$ cat src/rtl/rv_multicycle_ctrl.sv
// rv_multicycle_ctrl
//   Moore-style control FSM for a multicycle RV32I datapath with a shared ALU
//   and a shared memory. The FSM decodes the instruction register fields and
//   drives the per-cycle mux selects and write enables. It waits on a memory
//   ready handshake, traps on illegal instructions and on memory timeouts,
//   and pulses Retire once per instruction.
//
// Parameters
//   STALL_LIMIT  max consecutive MemReady=0 cycles in one memory state before
//                trapping; 0 disables the timeout
//
// Ports
//   clk, reset             clock, asynchronous active-high reset
//   op/funct3/funct7b5     instruction fields Instr[6:0], [14:12], [30]
//   Zero                   ALU zero flag (used by beq)
//   MemReady               memory completes the current access this cycle
//   ImmSrc                 immediate format: 00 I, 01 S, 10 B, 11 J
//   ALUSrcA / ALUSrcB      ALU operand selects
//   ResultSrc, AdrSrc      result mux select, memory address select
//   ALUControl             000 add, 001 sub, 010 and, 011 or, 101 slt
//   IRWrite, PCWrite, RegWrite, MemWrite   write enables
//   Retire                 one-cycle pulse in the last cycle of an instruction
//   Fault                  high while trapped
module rv_multicycle_ctrl #(
    parameter int unsigned STALL_LIMIT = 0
) (
    input  logic       clk,
    input  logic       reset,
    input  logic [6:0] op,
    input  logic [2:0] funct3,
    input  logic       funct7b5,
    input  logic       Zero,
    input  logic       MemReady,
    output logic [1:0] ImmSrc,
    output logic [1:0] ALUSrcA,
    output logic [1:0] ALUSrcB,
    output logic [1:0] ResultSrc,
    output logic       AdrSrc,
    output logic [2:0] ALUControl,
    output logic       IRWrite,
    output logic       PCWrite,
    output logic       RegWrite,
    output logic       MemWrite,
    output logic       Retire,
    output logic       Fault
);

    localparam logic [6:0] OP_LW   = 7'b0000011;
    localparam logic [6:0] OP_SW   = 7'b0100011;
    localparam logic [6:0] OP_R    = 7'b0110011;
    localparam logic [6:0] OP_I    = 7'b0010011;
    localparam logic [6:0] OP_BEQ  = 7'b1100011;
    localparam logic [6:0] OP_JAL  = 7'b1101111;

    localparam logic [2:0] ALU_ADD = 3'b000;
    localparam logic [2:0] ALU_SUB = 3'b001;
    localparam logic [2:0] ALU_AND = 3'b010;
    localparam logic [2:0] ALU_OR  = 3'b011;
    localparam logic [2:0] ALU_SLT = 3'b101;

    // Counter only has to reach STALL_LIMIT-1; one bit when the limit is tiny
    // or disabled.
    localparam int unsigned       CW        = (STALL_LIMIT > 2) ? $clog2(STALL_LIMIT) : 1;
    localparam bit                USE_LIMIT = (STALL_LIMIT > 0);
    localparam logic [CW-1:0]     LIM_M1    = USE_LIMIT ? CW'(STALL_LIMIT - 1) : '0;

    typedef enum logic [3:0] {
        S_FETCH, S_DECODE, S_MEMADR, S_MEMREAD, S_MEMWB, S_MEMWRITE,
        S_EXECR, S_EXECI, S_ALUWB, S_BEQ, S_JAL, S_TRAP
    } state_t;

    state_t        state, state_n;
    logic [CW-1:0] stall_cnt;
    logic          mem_state;
    logic          timeout;
    logic          alu_legal;
    logic [2:0]    alu_dec;

    assign mem_state = (state == S_FETCH) || (state == S_MEMREAD) || (state == S_MEMWRITE);
    // Last allowed stalled cycle: leave for TRAP instead of waiting again.
    assign timeout   = USE_LIMIT && mem_state && !MemReady && (stall_cnt == LIM_M1);

    // ALU operation from funct3; only four encodings are supported, the rest
    // are caught in DECODE and trap.
    always_comb begin
        alu_dec   = ALU_ADD;
        alu_legal = 1'b1;
        case (funct3)
            3'b000:  alu_dec = (op[5] && funct7b5) ? ALU_SUB : ALU_ADD;
            3'b010:  alu_dec = ALU_SLT;
            3'b110:  alu_dec = ALU_OR;
            3'b111:  alu_dec = ALU_AND;
            default: alu_legal = 1'b0;
        endcase
    end

    // State register
    always_ff @(posedge clk or posedge reset) begin
        if (reset) state <= S_FETCH;
        else       state <= state_n;
    end

    // Stall counter: counts consecutive not-ready cycles within one memory state
    always_ff @(posedge clk or posedge reset) begin
        if (reset)
            stall_cnt <= '0;
        else if (state_n != state || MemReady || !mem_state)
            stall_cnt <= '0;
        else if (stall_cnt != '1)
            stall_cnt <= stall_cnt + 1'b1;
    end

    // Next state
    always_comb begin
        state_n = state;
        case (state)
            S_FETCH:    state_n = timeout ? S_TRAP : (MemReady ? S_DECODE : S_FETCH);
            S_DECODE: begin
                case (op)
                    OP_LW, OP_SW: state_n = S_MEMADR;
                    OP_R:         state_n = alu_legal ? S_EXECR : S_TRAP;
                    OP_I:         state_n = alu_legal ? S_EXECI : S_TRAP;
                    OP_BEQ:       state_n = S_BEQ;
                    OP_JAL:       state_n = S_JAL;
                    default:      state_n = S_TRAP;
                endcase
            end
            S_MEMADR:   state_n = op[5] ? S_MEMWRITE : S_MEMREAD;
            S_MEMREAD:  state_n = timeout ? S_TRAP : (MemReady ? S_MEMWB : S_MEMREAD);
            S_MEMWB:    state_n = S_FETCH;
            S_MEMWRITE: state_n = timeout ? S_TRAP : (MemReady ? S_FETCH : S_MEMWRITE);
            S_EXECR,
            S_EXECI:    state_n = S_ALUWB;
            S_ALUWB:    state_n = S_FETCH;
            S_BEQ:      state_n = S_FETCH;
            S_JAL:      state_n = S_ALUWB;
            S_TRAP:     state_n = S_TRAP;
            default:    state_n = S_TRAP;
        endcase
    end

    // Outputs
    always_comb begin
        ImmSrc     = 2'b00;
        ALUSrcA    = 2'b00;
        ALUSrcB    = 2'b00;
        ResultSrc  = 2'b00;
        AdrSrc     = 1'b0;
        ALUControl = ALU_ADD;
        IRWrite    = 1'b0;
        PCWrite    = 1'b0;
        RegWrite   = 1'b0;
        MemWrite   = 1'b0;
        Retire     = 1'b0;
        Fault      = 1'b0;

        case (op)
            OP_SW:   ImmSrc = 2'b01;
            OP_BEQ:  ImmSrc = 2'b10;
            OP_JAL:  ImmSrc = 2'b11;
            default: ImmSrc = 2'b00;
        endcase

        case (state)
            S_FETCH: begin
                ALUSrcB   = 2'b10;
                ResultSrc = 2'b10;
                IRWrite   = MemReady;
                PCWrite   = MemReady;
            end
            S_DECODE: begin
                // Precompute branch/jump target into ALUOut
                ALUSrcA = 2'b01;
                ALUSrcB = 2'b01;
            end
            S_MEMADR: begin
                ALUSrcA = 2'b10;
                ALUSrcB = 2'b01;
            end
            S_MEMREAD: begin
                AdrSrc = 1'b1;
            end
            S_MEMWB: begin
                ResultSrc = 2'b01;
                RegWrite  = 1'b1;
                Retire    = 1'b1;
            end
            S_MEMWRITE: begin
                AdrSrc   = 1'b1;
                MemWrite = 1'b1;
                Retire   = MemReady;
            end
            S_EXECR: begin
                ALUSrcA    = 2'b10;
                ALUControl = alu_dec;
            end
            S_EXECI: begin
                ALUSrcA    = 2'b10;
                ALUSrcB    = 2'b01;
                ALUControl = alu_dec;
            end
            S_ALUWB: begin
                RegWrite = 1'b1;
                Retire   = 1'b1;
            end
            S_BEQ: begin
                ALUSrcA    = 2'b10;
                ALUControl = ALU_SUB;
                PCWrite    = Zero;
                Retire     = 1'b1;
            end
            S_JAL: begin
                // ALU forms OldPC+4 for rd; PC takes the target held in ALUOut
                ALUSrcA = 2'b01;
                ALUSrcB = 2'b10;
                PCWrite = 1'b1;
            end
            S_TRAP: begin
                Fault = 1'b1;
            end
            default: begin
                Fault = 1'b1;
            end
        endcase

        // Reset forces FETCH; its MemReady-gated enables must stay quiet too.
        if (reset) begin
            IRWrite  = 1'b0;
            PCWrite  = 1'b0;
            RegWrite = 1'b0;
            MemWrite = 1'b0;
            Retire   = 1'b0;
            Fault    = 1'b0;
        end
    end

endmodule

$ cat config.mk
export PLATFORM = sky130hd
export DESIGN_NAME = rv_multicycle_ctrl
export DESIGN_NICKNAME = d
export VERILOG_FILES = /design/src/rtl/rv_multicycle_ctrl.sv
export SDC_FILE = /design/constraint.sdc
export NUM_CORES = 1
export LEC_CHECK = 0
export ABC_AREA = 0
export BUFFER_PORTS_ARGS = -buffer_cell sky130_fd_sc_hd__buf_2
export CORE_UTILIZATION = 41
export CTS_BUF_LIST = sky130_fd_sc_hd__clkbuf_8
export CTS_CLUSTER_DIAMETER = 60
export DETAILED_ROUTE_END_ITERATION = 7
export HOLD_SLACK_MARGIN = 0.06
export PLACE_DENSITY = 0.74
export SLEW_MARGIN = 10
export SYNTH_ARGS = -nofsm -noshare
export SYNTH_HDL_FRONTEND = slang
export SYNTH_SLANG_ARGS = --single-unit
$ cat constraint.sdc
create_clock -name clk -period 2.6 [get_ports clk]
set_input_delay 0.26 -clock clk [delete_from_list [all_inputs] [get_ports clk]]
set_output_delay 0.26 -clock clk [all_outputs]
set_load 0.01 [all_outputs]
== After elaboration in Yosys (flattened, before gate mapping) ==
Index checks and enable logic that the tools add are counted.
Operators by class
  $add $sub $neg: 0
  multiply operators: 0
  div/mod/pow operators: 0
  order comparisons: 0
  eq/ne operators: 19
  shifts and indexed selects: 0
  multiplexer cells: 29
  bitwise logic cells: 0
  reductions and logical operators: 15
Operators with widths (number)
  4-bit one-hot mux with 7 select lines: 1
  4-bit one-hot mux with 5 select lines: 1
  4-bit by 3-bit == test with 1-bit output, second input constant: 4
  7-bit by 6-bit == test with 1-bit output, second input constant: 2
  7-bit == test, second input constant: 2
  1-bit 2-to-1 mux: 14
  4-bit == test, second input constant: 3
  2-bit one-hot mux with 2 select lines: 3
  3-bit one-hot mux with 4 select lines: 1
  2-bit OR reduction: 6
  11-bit OR reduction: 1
  3-bit 2-to-1 mux: 3
  3-bit OR reduction: 3
  4-bit by 2-bit == test with 1-bit output, second input constant: 2
  4-bit 2-to-1 mux: 2
  4-bit OR reduction: 2
  7-bit by 2-bit == test with 1-bit output, second input constant: 1
  7-bit by 5-bit == test with 1-bit output, second input constant: 1
  3-bit == test, second input constant: 2
  2-bit one-hot mux with 3 select lines: 1
  3-bit one-hot mux with 2 select lines: 1
  4-bit by 1-bit == test with 1-bit output, second input constant: 1
  4-bit zero test: 1
  3-bit by 2-bit == test with 1-bit output, second input constant: 1
  other kinds (4): 4
Word-level totals
  flip-flop bits (word level): 4
  latch bits: 0
  bits in writable memories: 0
  bits in read-only memories: 0
  input bits: 15
  output and inout port bits: 18
  logic and storage cells: 64
  memories: 0

== Longest topological paths before layout ==
Gate-level depths: netlist of run 1.
  word-level depth: 6
  gate-level depth with buffers: 5
  gate-level depth less buffers: 4

== Least setup slack after synthesis of run 1 ==
OpenSTA, ideal clock, no wires.
  path type: register to output
  from: reg state[3]
  to: out IRWrite
  arrival: 1.333 ns
  data required time: 2.340 ns
  slack: 1.007 ns
  stages on the path, launching flop included: 4
  path buffers: 1
  cells stage by stage: dfrtp_1 buf_2 nor4_1 and3_1
On the way
  word-level cells in the longest chain between the ends: 3
Ends and longest elaborated chain
  start: declaration: line 72  | state_t state, state_n;
  start signal: assignment: line 100  | else state <= state_n;
  4-bit zero test: line 164  | case (state)
  1-bit 2-to-1 mux: line 164
  1-bit 2-to-1 mux: line 227  | if (reset) begin
  end: declaration: line 40  | output logic IRWrite,
Every way passes these cells.

== Final worst setup path of run 1 ==
  from: reg state[3]
  to: out RegWrite
On the way
  word-level cells in the longest chain between the ends: 4
  elaborated cells between the ends (all ways): 5
  those cells by class: 2 x eq/ne; 2 x mux; 1 x reduce/logical
Ends and longest elaborated chain
  4-bit == test / 4-bit by 3-bit == test with 1-bit output (equally long branches): line 164
  2-bit OR reduction (no source line) *
  1-bit 2-to-1 mux *: line 164
  1-bit 2-to-1 mux *: line 227
  end: declaration: line 42  | output logic RegWrite,
Every way passes the cells marked *; elsewhere a longest branch is shown, timed or not.

==> results.yml, run 1 <==
setup_path:
  cp-end-kind: "output port"
  max_stage_delay_ns: 0.73
  critical_path.cell_chain: "nand2b_1 -> a2111oi_1 -> buf_2"
  worstPathMaxFanout: 23
  cp-start-kind: "flip-flop"
  crit_slowest_cell: "dfrtp_1"
  path_delay_family: "flip-flops"
  arrival_ns: 1.78
  crit_type: "flip-flop to output port"
  path_buf_inv: 1
  worstPathRequired_ns: 2.34
pwr:
  power_density_nw_per_um2: 1053
  power_leakage_nw: 0.3971
  p_seq_frac: 0.278
  pwr-share-clk: 0.148
  switching_share: 0.4907
  p_comb_frac: 0.573
  switchingPower_w: 0.0004243
  peakVddDrop_uv: 633.9
  intPower_w: 0.0004403
drt:
  antenna_left: 0
  wl_met2_um: 704
  via_per_inst: 5.424
  via_count: 754
  routed-wl-met3_um: 84
  highest_layer: "met4"
  wl_per_cell_um: 11.20
  dr.first_iter.drc_count: 15
  wl_met1_um: 744
  post-route-drc-count: 0
  wirelength_um: 1557
  firstDrtPassIters: 4
placed_design:
  post-dp-hpwl_um: 1124
  post-place-cells: 135
  gp_congestion: 0.7865
  portBuffers: 32
clock_network:
  root_buffer: "clkbuf_8"
  h-tree-depth: 1
  cts_repair_resize_count: 0
  cts_buffers: 3
  post_cts_buffers: 0
  cts_hold_buffers: 1
  cts.sinks: 4
  cts_buffer_depth: 2
  clock_latency_ns: 0.22
  clk_pin_slew_worst_paths_ns: 0.03
  cts_tree: "yes"
floorplan:
  die-area_um2: 1705
  initial_utilization: 0.4634
  pin_count: 33
  die_w_um: 41.30
  die_y_um: 41.30
  core_area_um2: 1366
  rows: 13
sta:
  fmax_ghz: 0.4898
  finalCritPeriodShare: 0.7852
  final_max_slew_viol_count: 0
  timing.final.hold_violations: 0
  finalSetupViolCount: 0
  tightest_slew_ns: 0.6363
  slew_headroom: 0.5758
  fin_worst_skew_ns: 0.003583
  period_needed_ns: 2.042
  rsz0062_at_grt: "false"
  finalSetupTns_ns: 0
global_route:
  grt_pass1_wl_um: 2311
  grt_usage: 0.2089
  grt_max_degree: 24
  antenna_found_initial: 0
  grt-ovfl-total: 0
  grt_pass1_vias: 571
synthesis:
  synthMuxAreaShare: 0.03162
  syn_inst: 96
  netlist_area_um2: 633.1
  syn_avg_cell_area_um2: 6.595
  synth_simple_gate_area_frac: 0.4289
  synth_fa_ha_area_frac: 0
  synth_compound_area_frac: 0.2510
  synth_top_cell_area_share: 0.1581
  synth_seq_cells: 4
  ys_warn_count: 0
  yosysTopAreaCell: "dfrtp_1"
  synth_nets: 111
  synth_top_family_by_area: "simple AND/OR/NAND/NOR gates"
  synth-xor-area-share: 0.02767
  synth.area.top_cells: "dfrtp_1 (16%), a21oi_1 (7.1%), nor2_1 (7.1%)"
  synthDistinctLibCells: 35
  seq_area_frac_synth: 0.1581
layout:
  nets: 141
  final_util: 0.6007
  largest_register_ffs: 4
  antenna-diode-count: 0
  reg_top3: "state x4"
  regMostFlops: "state"
  layout_commonest_cell: "buf_2"
  fin_cells: 139
  drive_above_1_share: 0.3065
  final_cell_mix: "buf_2 (32), nor2_1 (12), a21oi_1 (9), nor3_1 (7), o21ai_0 (7)"
  area_growth_pct: 29.64
min_path:
  min_path_type: "input port to flip-flop"
run:
  cap_violations: 0
outcome:
  run_status: "finished, final reports clean"
==> cell type report <==
type	count	area [µm²]
Sequential cell	4	100.1
Inverter	6	22.52
Multi-Input combinational cell	78	467.9
Fill cell	152	545.5
Clock buffer	3	41.29
Timing Repair Buffer	33	170.2
Tap cell	15	18.77
==> cells by family after synthesis <==
group / Yosys count
AOI/OAI and AO/OA: 26
xor gates and xnor gates: 2
buffers and inverters: 14
DFF: 4
muxes: 2
and+or+nand+nor: 48
==> stage by stage <==
stage          hold slack, ns  total power [W]  cell area, µm²  setup slack [ns]
2_1_floorplan         0.03671        0.0006152           633.1             1.008
3_3_place_gp           0.2006        0.0007301           769.5            0.8506
3_5_place_dp           0.2131        0.0007347           769.5            0.8333
4_1_cts                0.3992        0.0008695           820.8            0.5823
5_1_grt                0.4370        0.0009627           820.8            0.4554
6_report               0.4089        0.0008646           820.8            0.5584
==> cell usage after synthesis <==
library cell  instances
a2111oi_1             1
a211oi_1              1
a21oi_1               9
a221o_1               1
a31oi_1               1
a32oi_1               1
and2_1                1
and3_1                2
buf_2                 7
buf_4                 1
dfrtp_1               4
inv_1                 6
mux2i_1               2
nand2_1               5
nand2b_1              3
nand2b_4              1
nand3_1               2
nand3b_1              3
nand4b_1              1
nand4bb_1             1
nor2_1               12
nor2b_1               3
nor3_1                7
nor3_2                1
nor3b_1               2
nor4_1                2
o211ai_1              1
o21a_1                1
o21ai_0               7
o22ai_1               2
o32ai_1               1
or2_1                 1
or2_2                 1
xnor2_1               1
xor2_1                1
==> power groups by stage <==
stage | registers [W] | clock network, W | logic [W]
CTS | 0.000237 | 0.000132 | 0.000500
finish | 0.000241 | 0.000128 | 0.000496
floorplan | 0.000112 | 0 | 0.000504
global placement | 0.000235 | 0 | 0.000495
detailed placement | 0.000237 | 0 | 0.000498
global route | 0.000254 | 0.000134 | 0.000575
==> final timing paths <==
| check | slack (ns) | to | cells past startpoint | from |
|---|---|---|---|---|
| worst min register to register | 0.87 | state[3] | 2 | state[1] |
| worst max-delay path | 0.56 | RegWrite | 3 | state[3] |
| worst min-delay path | 0.41 | state[2] | 3 | op[4] |
| min in group asynchronous | 0.54 | state[2] | 3 | reset |
| worst max register to register | 1.02 | state[1] | 4 | state[1] |
| max in group asynchronous | 1.88 | state[0] | 3 | reset |
==> tightest hold or removal path, stage by stage <==
cell       delay [ns]
buf_2            0.12
nand4bb_1        0.10
o21ai_0          0.09
==> layer usage <==
layer / track usage / up-vias
li1: - / 405
met1: 0.2500 / 318
met2: 0.3516 / 27
met3: 0.03191 / 4
met4: 0.1210 / 0
met5: 0 / -
No activity file was read; power rests on OpenSTA's default activity.
==> run 2, diff against run 1 <==
==> constraint.sdc (replaced) <==
create_clock -name clk -period 2.1 [get_ports clk]
set_input_delay 0.21 -clock clk [delete_from_list [all_inputs] [get_ports clk]]
set_output_delay 0.21 -clock clk [all_outputs]
set_load 0.01 [all_outputs]
==> results.yml, run 2 (synthesis gave the netlist of run 1 again) <==
floorplan:
  die_w_um: 41.30
  pin_count: 33
  rows: 13
  core_area_um2: 1366
  initial_utilization: 0.4634
  die_y_um: 41.30
  die-area_um2: 1705
sta:
  rsz0062_at_grt: "false"
  timing.final.hold_violations: 0
  finalCritPeriodShare: 0.9062
  final_max_slew_viol_count: 0
  period_needed_ns: 1.903
  finalSetupTns_ns: 0
  slew_headroom: 0.5666
  tightest_slew_ns: 0.6500
  fmax_ghz: 0.5255
  fin_worst_skew_ns: 0.005591
  finalSetupViolCount: 0
setup_path:
  critPathLaunch: "state[1]"
  crit_type: "flip-flop to output port"
  cp-start-kind: "flip-flop"
  worstPathRequired_ns: 1.89
  crit_slowest_cell: "dfrtp_1"
  cp-end-kind: "output port"
  critical_path.cell_chain: "inv_1 -> o21ai_0 -> a21oi_1 -> nor3_1 -> buf_2"
  arrival_ns: 1.69
  max_stage_delay_ns: 0.69
  r2r_start: "state[1]"
  worstPathMaxFanout: 19
global_route:
  grt_usage: 0.2078
  grt_pass1_vias: 547
  antenna_found_initial: 0
  grt_pass1_wl_um: 2318
  grt-ovfl-total: 0
  grt_max_degree: 22
layout:
  largest_register_ffs: 4
  drive_above_1_share: 0.3175
  fin_cells: 141
  reg_top3: "state x4"
  final_cell_mix: "buf_2 (32), nor2_1 (12), a21oi_1 (9), nor3_1 (7), o21ai_0 (7)"
  area_growth_pct: 32.02
  nFillCells: 132
  antenna-diode-count: 0
  nets: 143
  multi_input_area_um2: 467.9
  layout.area.seq_um2: 100.1
  layout_commonest_cell: "buf_2"
  regMostFlops: "state"
clock_network:
  cts_hold_buffers: 1
  post_cts_buffers: 0
  root_buffer: "clkbuf_8"
  cts.sinks: 4
  cts_buffer_depth: 2
  clk_pin_slew_worst_paths_ns: 0.03
  h-tree-depth: 1
  clock_latency_ns: 0.22
  cts_buffers: 3
  cts_repair_resize_count: 0
  cts_tree: "yes"
drt:
  via_count: 769
  antenna_left: 0
  post-route-drc-count: 0
  wirelength_um: 1602
  via_per_inst: 5.454
  firstDrtPassIters: 4
  dr.first_iter.drc_count: 16
  wl_per_cell_um: 11.36
pwr:
  intPower_w: 0.0005653
  p_comb_frac: 0.613
  power_density_nw_per_um2: 1324
  power_leakage_nw: 0.4075
  switchingPower_w: 0.0005417
  peakVddDrop_uv: 1064
  switching_share: 0.4894
  pwr-share-clk: 0.147
  p_seq_frac: 0.240
outcome:
  run_status: "finished, final reports clean"
placed_design:
  portBuffers: 32
  post-dp-hpwl_um: 1188
  post-place-cells: 137
  gp_congestion: 0.7904
min_path:
  min_from: "op[4]"
  min_path_type: "input port to flip-flop"
run:
  cap_violations: 0
==> run 2: changes by cell type in the layout (fill, tap and decap cells not counted) <==
cell	before	now
buf_4	0	2
==> run 2: power groups by stage <==
stage                     registers, W  logic [W]  clock network (W)
after CTS                     0.000262   0.000681           0.000168
after global routing          0.000277   0.000779           0.000172
after global placement        0.000260   0.000674                  0
after detailed placement      0.000263   0.000675                  0
after floorplan               0.000138   0.000623                  0
final                         0.000265   0.000679           0.000163
==> run 2: path summary, 6_finish.rpt <==
path                       endpoint  slack, ns  cells after the start
max in group asynchronous  state[1]       1.44                      3
min reg2reg                state[3]       0.88                      2
min in group asynchronous  state[3]       0.48                      3
max                         PCWrite       0.20                      5
min                        state[2]       0.34                      3
max reg2reg                state[1]       0.55                      4
==> run 2: metrics by stage <==
step / total power, W / worst slack, ns / instance area, µm² / hold slack [ns] / util
after CTS: 0.001110 / 0.2195 / 835.8 / 0.3509 / 0.6117
after global placement: 0.0009342 / 0.4913 / 784.5 / 0.1527 / 0.5742
after detailed placement: 0.0009379 / 0.4648 / 784.5 / 0.1579 / 0.5742
after floorplan: 0.0007617 / 0.5575 / 633.1 / -0.01329 / -
after global routing: 0.001229 / 0.003777 / 835.8 / 0.3722 / 0.6117
final: 0.001107 / 0.1970 / 835.8 / 0.3421 / 0.6117
==> run 2: layout make-up <==
class | count | share of cell area
clock buffer | 3 | 0.04940
inverter | 6 | 0.02695
multi-input combinational | 78 | 0.5599
sequential | 4 | 0.1198
tap | 15 | 0.02246
timing repair buffer | 35 | 0.2216
==> run 2: worst max-delay path, delay by kind of cell (launching register included) <==
kind                   cells  cell delay [ns]
AOI/OAI and AO/OA          2             0.28
and+or+nand+nor            1             0.13
buffers and inverters      2             0.37
DFF                        1             0.69
==> run 2: metal layers <==
layer  global-route usage  routed length [µm]  vias to the layer above
li1                     -                   -                      406
met1               0.2792                 743                      336
met2               0.3242                 766                       27
met3              0.04787                  92                        0
met4              0.07258                   0                        0
met5                    0                   0                        -
